## src/rtl/audio_rdclk_gen.sv

```systemverilog
// rtl/audio_rdclk_gen.sv - paced FIFO reader emitting alternating L/R samples with frame clock
module audio_rdclk_gen #(
  parameter int DATA_W = 16,
  parameter int DIV_W  = 16,
  parameter int CNT_W  = 16
) (
  input  logic              clk,
  input  logic              reset,
  input  logic              ctrl_en,
  input  logic [DIV_W-1:0]  div_val,
  input  logic [DATA_W-1:0] fifo_data,
  input  logic              fifo_empty,
  output logic              fifo_rd,
  output logic [DATA_W-1:0] smp_data,
  output logic              smp_valid,
  output logic              smp_chan,
  output logic              lrclk,
  output logic [CNT_W-1:0]  underrun_cnt,
  output logic              busy
);

  typedef enum logic [1:0] {IDLE, RUN, DRAIN} state_t;

  localparam logic [DIV_W-1:0] DIV_ONE = DIV_W'(1);

  state_t              state;
  logic                en_q;
  logic [DIV_W-1:0]    cnt;
  logic                nxt_ch;
  logic                rd_q;
  logic                valid_q;
  logic                chan_q;
  logic [DATA_W-1:0]   hold;
  logic [CNT_W-1:0]    urun;
  logic [DIV_W-1:0]    d_eff;
  logic                tick;
  logic                nxt_upd;

  assign d_eff   = (div_val == '0) ? DIV_ONE : div_val;
  assign tick    = (state != IDLE) && (cnt == '0);
  assign nxt_upd = tick ? ~nxt_ch : nxt_ch;

  assign fifo_rd = tick && !fifo_empty;

  // FIFO data arrives one cycle after the pop, so the valid cycle passes it
  // straight through; hold keeps the last sample visible between pulses.
  assign smp_data     = valid_q ? (rd_q ? fifo_data : '0) : hold;
  assign smp_valid    = valid_q;
  assign smp_chan     = chan_q;
  assign lrclk        = chan_q;
  assign underrun_cnt = urun;
  assign busy         = (state != IDLE);

  always_ff @(posedge clk or posedge reset) begin
    if (reset) begin
      state   <= IDLE;
      en_q    <= 1'b0;
      cnt     <= '0;
      nxt_ch  <= 1'b0;
      rd_q    <= 1'b0;
      valid_q <= 1'b0;
      chan_q  <= 1'b0;
      hold    <= '0;
      urun    <= '0;
    end else begin
      en_q    <= ctrl_en;
      rd_q    <= fifo_rd;
      valid_q <= tick;
      if (valid_q) begin
        hold <= smp_data;
      end
      // Empty ticks still advance the channel so L/R alignment survives underruns.
      if (tick) begin
        chan_q <= nxt_ch;
        nxt_ch <= ~nxt_ch;
        if (fifo_empty && (urun != '1)) begin
          urun <= urun + CNT_W'(1);
        end
      end
      case (state)
        IDLE: begin
          if (en_q) begin
            state <= RUN;
            cnt   <= d_eff;
          end else begin
            cnt <= '0;
          end
        end
        RUN: begin
          cnt <= tick ? d_eff : cnt - DIV_ONE;
          if (!en_q) begin
            if (!nxt_upd) begin
              state <= IDLE;
              cnt   <= '0;
            end else begin
              state <= DRAIN;
            end
          end
        end
        DRAIN: begin
          cnt <= tick ? d_eff : cnt - DIV_ONE;
          if (tick && nxt_ch) begin
            state <= IDLE;
            cnt   <= '0;
          end
        end
        default: begin
          state <= IDLE;
          cnt   <= '0;
        end
      endcase
    end
  end

endmodule

```

## config.mk

```make
export PLATFORM = sky130hd
export DESIGN_NAME = audio_rdclk_gen
export DESIGN_NICKNAME = d
export VERILOG_FILES = /design/src/rtl/audio_rdclk_gen.sv
export SDC_FILE = /design/constraint.sdc
export NUM_CORES = 1
export LEC_CHECK = 0
export ABC_AREA = 1
export CAP_MARGIN = 20
export CORE_ASPECT_RATIO = 0.7
export CORE_MARGIN = 2
export CORE_UTILIZATION = 40
export CTS_CLUSTER_SIZE = 30
export DETAILED_ROUTE_END_ITERATION = 12
export MAX_ROUTING_LAYER = met4
export PLACE_DENSITY = 0.77
export SETUP_SLACK_MARGIN = 0.02
export SLEW_MARGIN = 20
export SYNTH_ARGS = -nofsm -noshare
export SYNTH_HDL_FRONTEND = slang
export SYNTH_SLANG_ARGS = --single-unit
```

## constraint.sdc

```tcl
create_clock -name clk -period 3.51 [get_ports clk]
set_input_delay 0.702 -clock clk [delete_from_list [all_inputs] [get_ports clk]]
set_output_delay 0.702 -clock clk [all_outputs]
set_load 0.01 [all_outputs]
```

**Word-level counts from Yosys, hierarchy flattened**

Index checks and enable logic that the tools add are counted.

- Register bits after elaboration: 55
- Input bits: 36

- Add/subtract/negate cells: 2
- Equal/unequal tests: 6
- Multiplexer cells: 15
- Bitwise logic cells: 1
- Reduce and logical (&&, ||, !) cells: 11

Operator list:

| operator | number |
|---|---|
| two-way mux 16 bit | 8 |
| one-hot mux 16 bit (3 select lines) | 1 |
| logical NOT 16 bit | 2 |
| adder 16 x 1 -> 16 bit (second input constant) | 1 |
| != test 16 bit (second input constant) | 1 |
| subtractor 16 x 1 -> 16 bit (second input constant) | 1 |
| two-way mux 2 bit | 4 |
| != test 2 bit (second input constant) | 3 |
| one-hot mux 2 bit (3 select lines) | 1 |
| logical AND 1 bit | 4 |
| AND reduction 3 bit | 1 |
| == test 2 x 1 -> 1 bit (second input constant) | 1 |
| == test 2 bit (second input constant) | 1 |
| logical NOT 2 bit | 1 |
| AND reduction 2 bit | 1 |
| nonzero test 2 bit | 1 |
| logical NOT 1 bit | 1 |
| two-way mux 1 bit | 1 |
| NOT 1 bit | 1 |

**Logic depth before layout (Yosys ltp)**

Gate-level depths: netlist (run 1).

- Depth after elaboration: 6
- Depth in mapped cells: 14
- Gate-level depth less buffers: 14

**Worst setup path after synthesis (run 1)**

No wires, ideal clock.

- Kind: register -> register
- From: reg cnt[0]
- To: reg cnt[14]
- Arrival: 2.035 ns
- Data required time: 3.384 ns
- Path slack: 1.349 ns
- Cell stages (with the launch flop): 13
- Period minus slack after synthesis: 2.161 ns
- Path through: dfrtp_1 > inv_1 > ha_1 > nand3_1 > nor3_1 > nand3_1 > nor2_1 > ha_1 > nand2_1 > nand3_1 > clkbuf_1 > nand3_1 > o21ai_0

- Cells in the longest elaborated chain, start to end: 6
- Elaborated cells on any way between the ends: 10
- Classes of those cells: add/sub: 1; mux: 6; reduce/logical: 3

RTL lines:

| what | line | source |
|---|---|---|
| start: declaration | 28 | `logic [DIV_W-1:0] cnt;` |
| start signal: assignment | 90 | `cnt <= tick ? d_eff : cnt - DIV_ONE;` |
| start signal: assignment | 101 | `cnt <= tick ? d_eff : cnt - DIV_ONE;` |
| logical NOT 16 bit | 40 | `assign tick = (state != IDLE) && (cnt == '0);` |
| logical AND 1 bit | 40 |  |
| via tick | 36 | `logic tick;` |
| two-way mux 1 bit | 41 | `assign nxt_upd = tick ? ~nxt_ch : nxt_ch;` |
| via nxt_upd | 37 | `logic nxt_upd;` |
| two-way mux 16 bit | 92 | `if (!nxt_upd) begin` |
| two-way mux 16 bit | 91 | `if (!en_q) begin` |
| one-hot mux 16 bit (3 select lines) | 80 | `case (state)` |

The timed path passes the listed nets, and every way through them passes these cells.
A chain may end at the register's enable or synchronous reset.

**Final worst setup path (run 1)**

- From: reg cnt[0]
- To: out fifo_rd

- Cells in the longest elaborated chain, start to end: 3

RTL lines:

| what | line | source |
|---|---|---|
| logical NOT 16 bit | 40 |  |
| logical AND 1 bit | 40 |  |
| logical AND 1 bit | 43 | `assign fifo_rd = tick && !fifo_empty;` |
| end: declaration | 13 | `output logic fifo_rd,` |

No other way between the ends.

==> results.ini, run 1 <==
[status]
status = completed

[pwr]
comb_power_share_pct = 48.0
p_leak_nw = 2.07
ir_worst_vdd_v = 0.000376
p_switching_mw = 1.15
clockPowerShare_pct = 18.1
p_sw_share_pct = 40.9
p_seq_share_pct = 34.0
p_total_mw = 2.82
power.density_nw_per_um2 = 664
p_int_mw = 1.67

[yosys]
synthFlopType = dfrtp_1
netlist_area_um2 = 3290
synth_top_area_share_pct = 41.8
yosys-top-cells-area = dfrtp_1, nand2_1, nand3_1, o21ai_0, inv_1
synth_seq_cells = 55
synth_compound_area_share_pct = 7.48
synth_edf_count = 0
ys_warn_count = 0
synth.most_common_cell = nand2_1
synth_top_cell_by_area = dfrtp_1
ys_seq_area_share_pct = 41.8
synthXorXnorAreaFrac_pct = 4.52
ys_types = 25
synthCells = 473
syn_nets = 512
synth_fa_ha_area_share_pct = 1.14
synthMuxAreaShare_pct = 0
synth_top_family_by_area = simple AND/OR/NAND/NOR gates
synth_simple_gate_area_share_pct = 36.4
synthTopCellsByCount = nand2_1, dfrtp_1, inv_1
syn_area_per_cell_um2 = 6.96
postSynth.asyncResetShare_pct = 100

[global_routing]
overflow = 0
antenna_found_initial = 0
grt_pass1_wl_um = 13500
grt_max_degree = 25
grt_util_all_layers_pct = 19.0
grt_pass1_vias = 2876

[min_path]
hold_path_end = lrclk$_DFFE_PP0N_
holdPathStages = 2
hp-class = flop to flop
min_from = nxt_ch$_DFF_PP0_

[sta]
finalHoldViolCount = 0
min_period_over_period_pct = 88.3
fin_crit_ns = 3.10
timing.final.ws_setup_ns = 0.411
rsz0062_at_grt = false
max_freq_mhz = 323
clock_skew_ns = 0.00709
finalSetupTns_ns = 0
slew_viol_final = 0
max_slew_margin_pct = 56.6
setup_viol = 0
worstMarginPinSlew_ns = 0.649

[worst_setup_path]
start_kind = flop
crit-reg2reg-launch = cnt[0]$_DFF_PP0_
crit_type = flop to output pin
timing.rr.end = cnt[8]$_DFF_PP0_
cp_data_arrival_time_ns = 2.40
r2r_cells = 13
endpoint_kind = output pin
cp_max_fo = 5
regToRegSetupSlack_ns = 0.76
required_ns = 2.81

[die]
pin_count = 73
rows = 27
fp.coreArea_um2 = 7940
die_y_um = 79.9
dieArea_um2 = 8990
initial_utilization_pct = 41.5
die_w_um = 112

[route]
wire_per_inst_um = 12.2
drt_wl_total_um = 7850
vias = 3113
first_iter_violations = 243
drc = 0
ant_nets = 0
firstDrtPassIters = 4
via_per_inst = 4.83

[place]
dpl.cell_count = 637
port_buffers = 72
gp_congestion = 0.857
dp_slack_ns = 0.629
dp_hpwl_um = 5930

[clock_network]
insertion_delay_ns = 0.29
numCtsBuffers = 5
clk_pin_slew_worst_paths_ns = 0.08
clk_path_buf_depth = 2
ctsHoldBuffers = 0
cts_tree = done
ctsResizeCount = 0
htreeDepth = 2
root_buffer = clkbuf_16
clkSinkCount = 55
post_cts_buffers = 0

[job]
max_cap_violations = 0

[cells_and_area]
fin_nets = 582
fill_cells = 766
drive_gt1_share_pct = 4.96
final_cell_count_no_fill = 645
antennaDiodeCount = 0
syn2layout_area_growth_pct = 29.1

-- how the worst max path moves through the flow --
stage	start	endpoint	slack, ns	depth (start not counted)
4_1_cts	cnt[0]$_DFF_PP0_	fifo_rd	0.36	7
3_5_place_dp	fifo_empty	fifo_rd	0.63	3
3_3_place_gp	fifo_empty	fifo_rd	0.74	3
5_1_grt	cnt[0]$_DFF_PP0_	fifo_rd	0.19	7
2_1_floorplan	cnt[0]$_DFF_PP0_	cnt[14]$_DFF_PP0_	1.35	12
6_report	cnt[0]$_DFF_PP0_	fifo_rd	0.41	7
-- cell type report --
cell class	count	area (µm²)	share of cell area, %
Sequential cell	55	1380	32.4
Clock inverter	3	25.0	0.589
Timing Repair Buffer	78	766	18.0
Clock buffer	5	125	2.94
Tap cell	101	126	2.97
Multi-Input combinational cell	350	1630	38.4
Inverter	53	199	4.68
-- metrics by stage --
stage	util [%]	cell area [µm²]	hold WS (ns)
floorplan	-	3290	0.448
finish	53.5	4250	0.480
global route	53.5	4250	0.520
detailed placement	51.6	4100	0.465
CTS	53.5	4250	0.481
global placement	51.6	4100	0.460
-- power by group through the flow --
stage / Clock, mW / Sequential [mW] / Combinational (mW)
CTS: 0.528 / 0.958 / 1.35
global route: 0.558 / 0.984 / 1.55
detailed placement: 0 / 0.969 / 1.35
global placement: 0 / 0.965 / 1.32
floorplan: 0 / 0.944 / 0.874
finish: 0.510 / 0.959 / 1.35
-- flip-flops by register name, summed over array words and instances (netlist names) --
name	flops
lrclk	1
hold	16
underrun_cnt	16
en_q	1
rd_q	1
state	2
cnt	16
smp_valid	1
nxt_ch	1
-- layout by cell type, fill, tap and decap left out, types with 3 or more instances in the layout --
cell,netlist,final
xor2_1,10,10
dfrtp_1,55,55
ha_1,3,3
buf_4,1,6
a21oi_1,3,3
nand3_1,43,43
clkdlybuf4s50_1,0,72
nor2_1,52,52
nand4_1,11,11
inv_1,53,52
o21ai_0,40,40
nand2_1,157,157
xnor2_1,7,7
clkbuf_16,0,5
nor3_1,7,7
nor2_2,6,6
-- metal layers --
metal / track usage, % / vias to the layer above / share of wire (%)
met5: - / - / 0
met4: 3.41 / 0 / 0.37
met3: 3.26 / 6 / 7.1
met2: 29.0 / 108 / 43
met1: 27.1 / 1366 / 50
li1: - / 1633 / -
-- cell families after synthesis --
family | count (synthesis)
and+or+nand+nor | 283
buffers and inverters | 68
DFF | 55
AOI/OAI and AO/OA | 47
xor gates and xnor gates | 17
adders and majority gates | 3
-- critical path, stage by stage (launching register included) --
cell             delay, ns
dfrtp_1               0.41
inv_1                 0.09
ha_1                  0.22
nand3_1               0.18
nor3_1                0.18
nand3_1               0.14
nor3_1                0.27
clkdlybuf4s50_1       0.62
Power figures use the tool's default switching activity.
==> inputs of run 2 (changes only) <==
--- a/config.mk
+++ b/config.mk
@@ -7,3 +7,2 @@
 export LEC_CHECK = 0
-export ABC_AREA = 1
 export CAP_MARGIN = 20
@@ -15,3 +14,3 @@
 export MAX_ROUTING_LAYER = met4
-export PLACE_DENSITY = 0.77
+export PLACE_DENSITY = 0.79
 export SETUP_SLACK_MARGIN = 0.02
==> constraint.sdc (replaced) <==
create_clock -name clk -period 2.9 [get_ports clk]
set_input_delay 0.29 -clock clk [delete_from_list [all_inputs] [get_ports clk]]
set_output_delay 0.29 -clock clk [all_outputs]
set_load 0.01 [all_outputs]
==> run 2 against run 1 <==
  * Via count shrank 28%
  * Die area shrank 15%
  * First-iteration DRC count shrank 70%
  * Clock power shrank 17%
  * Core utilization grew 1.9 points
  * Clock skew shrank 0.0013 ns
  * Clock-buffer cell count is the same
  * Worst hold slack lost 0.072 ns
  * Register-to-register slack lost 0.53 ns
  * Design area shrank 12%
  * Power grew 8.7%
  * Area after synthesis shrank 16%
  * Critical endpoint is now cnt[15]$_DFF_PP0_
  * Highest routed layer unchanged
==> results.ini, run 2 <==
[status]
status = completed

[global_routing]
grt_max_degree = 56
overflow = 0
grt_pass1_vias = 2130
antenna_found_initial = 0
grt_util_all_layers_pct = 17.0
grt_pass1_wl_um = 10100

[sta]
finalHoldViolCount = 0
fin_crit_ns = 2.67
setup_viol = 0
max_freq_mhz = 375
max_slew_margin_pct = 55.2
clock_skew_ns = 0.00577
slew_viol_final = 0
rsz0062_at_grt = false
min_period_over_period_pct = 92.0
worstMarginPinSlew_ns = 0.671
finalSetupTns_ns = 0

[place]
gp_congestion = 0.843
port_buffers = 72
dp_hpwl_um = 4550

[die]
fp.coreArea_um2 = 6730
die_w_um = 104
pin_count = 73
die_y_um = 73.7
dieArea_um2 = 7640
initial_utilization_pct = 41.3
rows = 25

[worst_setup_path]
r2r_cells = 13
crit-reg2reg-launch = cnt[0]$_DFF_PP0_
regToRegSetupSlack_ns = 0.23
cp-startpoint = cnt[0]$_DFF_PP0_
cp_max_fo = 14
timing.rr.end = cnt[15]$_DFF_PP0_
critical_path.max_stage_delay_ns = 0.47
crit_path_end = cnt[15]$_DFF_PP0_
path_cells = inv_1 > ha_1 > nor4b_4 > and2_4 > nand2_1 > inv_1 > ha_1 > or3b_2 > o21a_1 > o31ai_4 > buf_4 > nand2_1 > o21ai_0
required_ns = 3.13
cp_data_arrival_time_ns = 2.90
start_kind = flop
slowest_stage = or3b_2
endpoint_kind = flop
crit_type = flop to flop

[clock_network]
cts_tree = done
clkSinkCount = 55
htreeDepth = 2
insertion_delay_ns = 0.31
numCtsBuffers = 5
clk_pin_slew_worst_paths_ns = 0.10
clk_path_buf_depth = 2
ctsHoldBuffers = 0
root_buffer = clkbuf_8

[job]
max_cap_violations = 0

[yosys]
synth.most_common_cell = dfrtp_1
synth_seq_cells = 55
ys_types = 43
syn_area_per_cell_um2 = 9.62
netlist_area_um2 = 2780
ys_seq_area_share_pct = 49.5
synthFlopType = dfrtp_1
synth_top_area_share_pct = 49.5
syn_nets = 328
yosys-top-cells-area = dfrtp_1, o21ai_0, nand2_1, xnor2_1, inv_1
ys_warn_count = 0
synth_edf_count = 0
synthTopCellsByCount = dfrtp_1, nand2_1, o21ai_0
synthCells = 289
postSynth.asyncResetShare_pct = 100
synth_top_cell_by_area = dfrtp_1

[route]
first_iter_violations = 72
wire_per_inst_um = 13.0
drc = 0
drt_wl_total_um = 5990
firstDrtPassIters = 6
vias = 2236
via_per_inst = 4.86
ant_nets = 0

[pwr]
ir_worst_vdd_v = 0.000362
p_leak_nw = 1.63
power.density_nw_per_um2 = 823
p_total_mw = 3.07

[cells_and_area]
drive_gt1_share_pct = 11.5
fill_cells = 630
antennaDiodeCount = 0
layout_common_cells = clkdlybuf4s50_1, dfrtp_1, nand2_1
fin_nets = 404
syn2layout_area_growth_pct = 34.1
final_common_cell = clkdlybuf4s50_1

[min_path]
hp-class = input port to flop

-- run 2: worst min-delay path by stage --
stage                     slack, ns  cells after the start            startpoint              endpoint
after floorplan                0.32                      0               ctrl_en        en_q$_DFF_PP0_
after global placement         0.45                      1  state[1]$_DFFE_PP0P_  state[0]$_DFFE_PP0P_
after global routing           0.39                      1               ctrl_en        en_q$_DFF_PP0_
after detailed placement       0.46                      1  state[1]$_DFFE_PP0P_  state[0]$_DFFE_PP0P_
final                          0.41                      1               ctrl_en        en_q$_DFF_PP0_
after CTS                      0.41                      1               ctrl_en        en_q$_DFF_PP0_
-- run 2: worst max-delay path: cells and delay by family (launching register included) --
family / cells / cell delay [ns]
compound gates: 3 / 0.42
fa+ha+maj: 2 / 0.42
simple gates: 5 / 0.95
buf+inv: 3 / 0.37
flops: 1 / 0.43
-- run 2: logic make-up after synthesis --
group | share of synthesized area, %
AND/OR/NAND/NOR | 20.6
multiplexers | 1.22
adder cells (fa/ha/maj) | 1.35
buffers and inverters | 5.72
XOR/XNOR | 7.88
flip-flops | 49.5
AO/OA/AOI/OAI | 13.7
-- run 2: power by group --
part / internal (mW) / switching, mW
Combinational: 0.753 / 0.704
Sequential: 1.00 / 0.183
Clock: 0.173 / 0.249
-- run 2: final cells by class --
class / instances / area [µm²] / share of cell area (%)
flip-flops and latches: 55 / 1380 / 36.9
multi-input cells: 197 / 1270 / 34.0
repair buffers: 78 / 768 / 20.6
well taps: 94 / 118 / 3.16
inverters: 28 / 105 / 2.82
clock buffers: 5 / 68.8 / 1.85
clock inverters: 3 / 22.5 / 0.604
-- run 2: repair_timing --
item,in CTS,in global routing
buffers inserted,0,1
endpoints found under the setup margin,1,16
pin swaps,0,1
resized for setup,1,5
-- run 2: per-layer routing --
metal  share of wire (%)  up-vias  track usage (%)
met5                   0        -                -
met2                  43       61             26.4
met3                 6.5        4             5.50
met1                  50     1038             22.3
li1                    -     1133                -
met4                0.60        0             2.85
-- run 2: through the flow --
step	setup slack, ns	util [%]	std cells	hold slack (ns)	cell area (µm²)
floorplan	0.314	-	289	0.321	2780
detailed placement	0.0653	53.5	451	0.464	3600
finish	0.233	55.4	460	0.408	3730
global route	0.0206	55.4	460	0.394	3730
CTS	0.0317	55.0	459	0.406	3700
global placement	0.236	53.5	451	0.454	3600
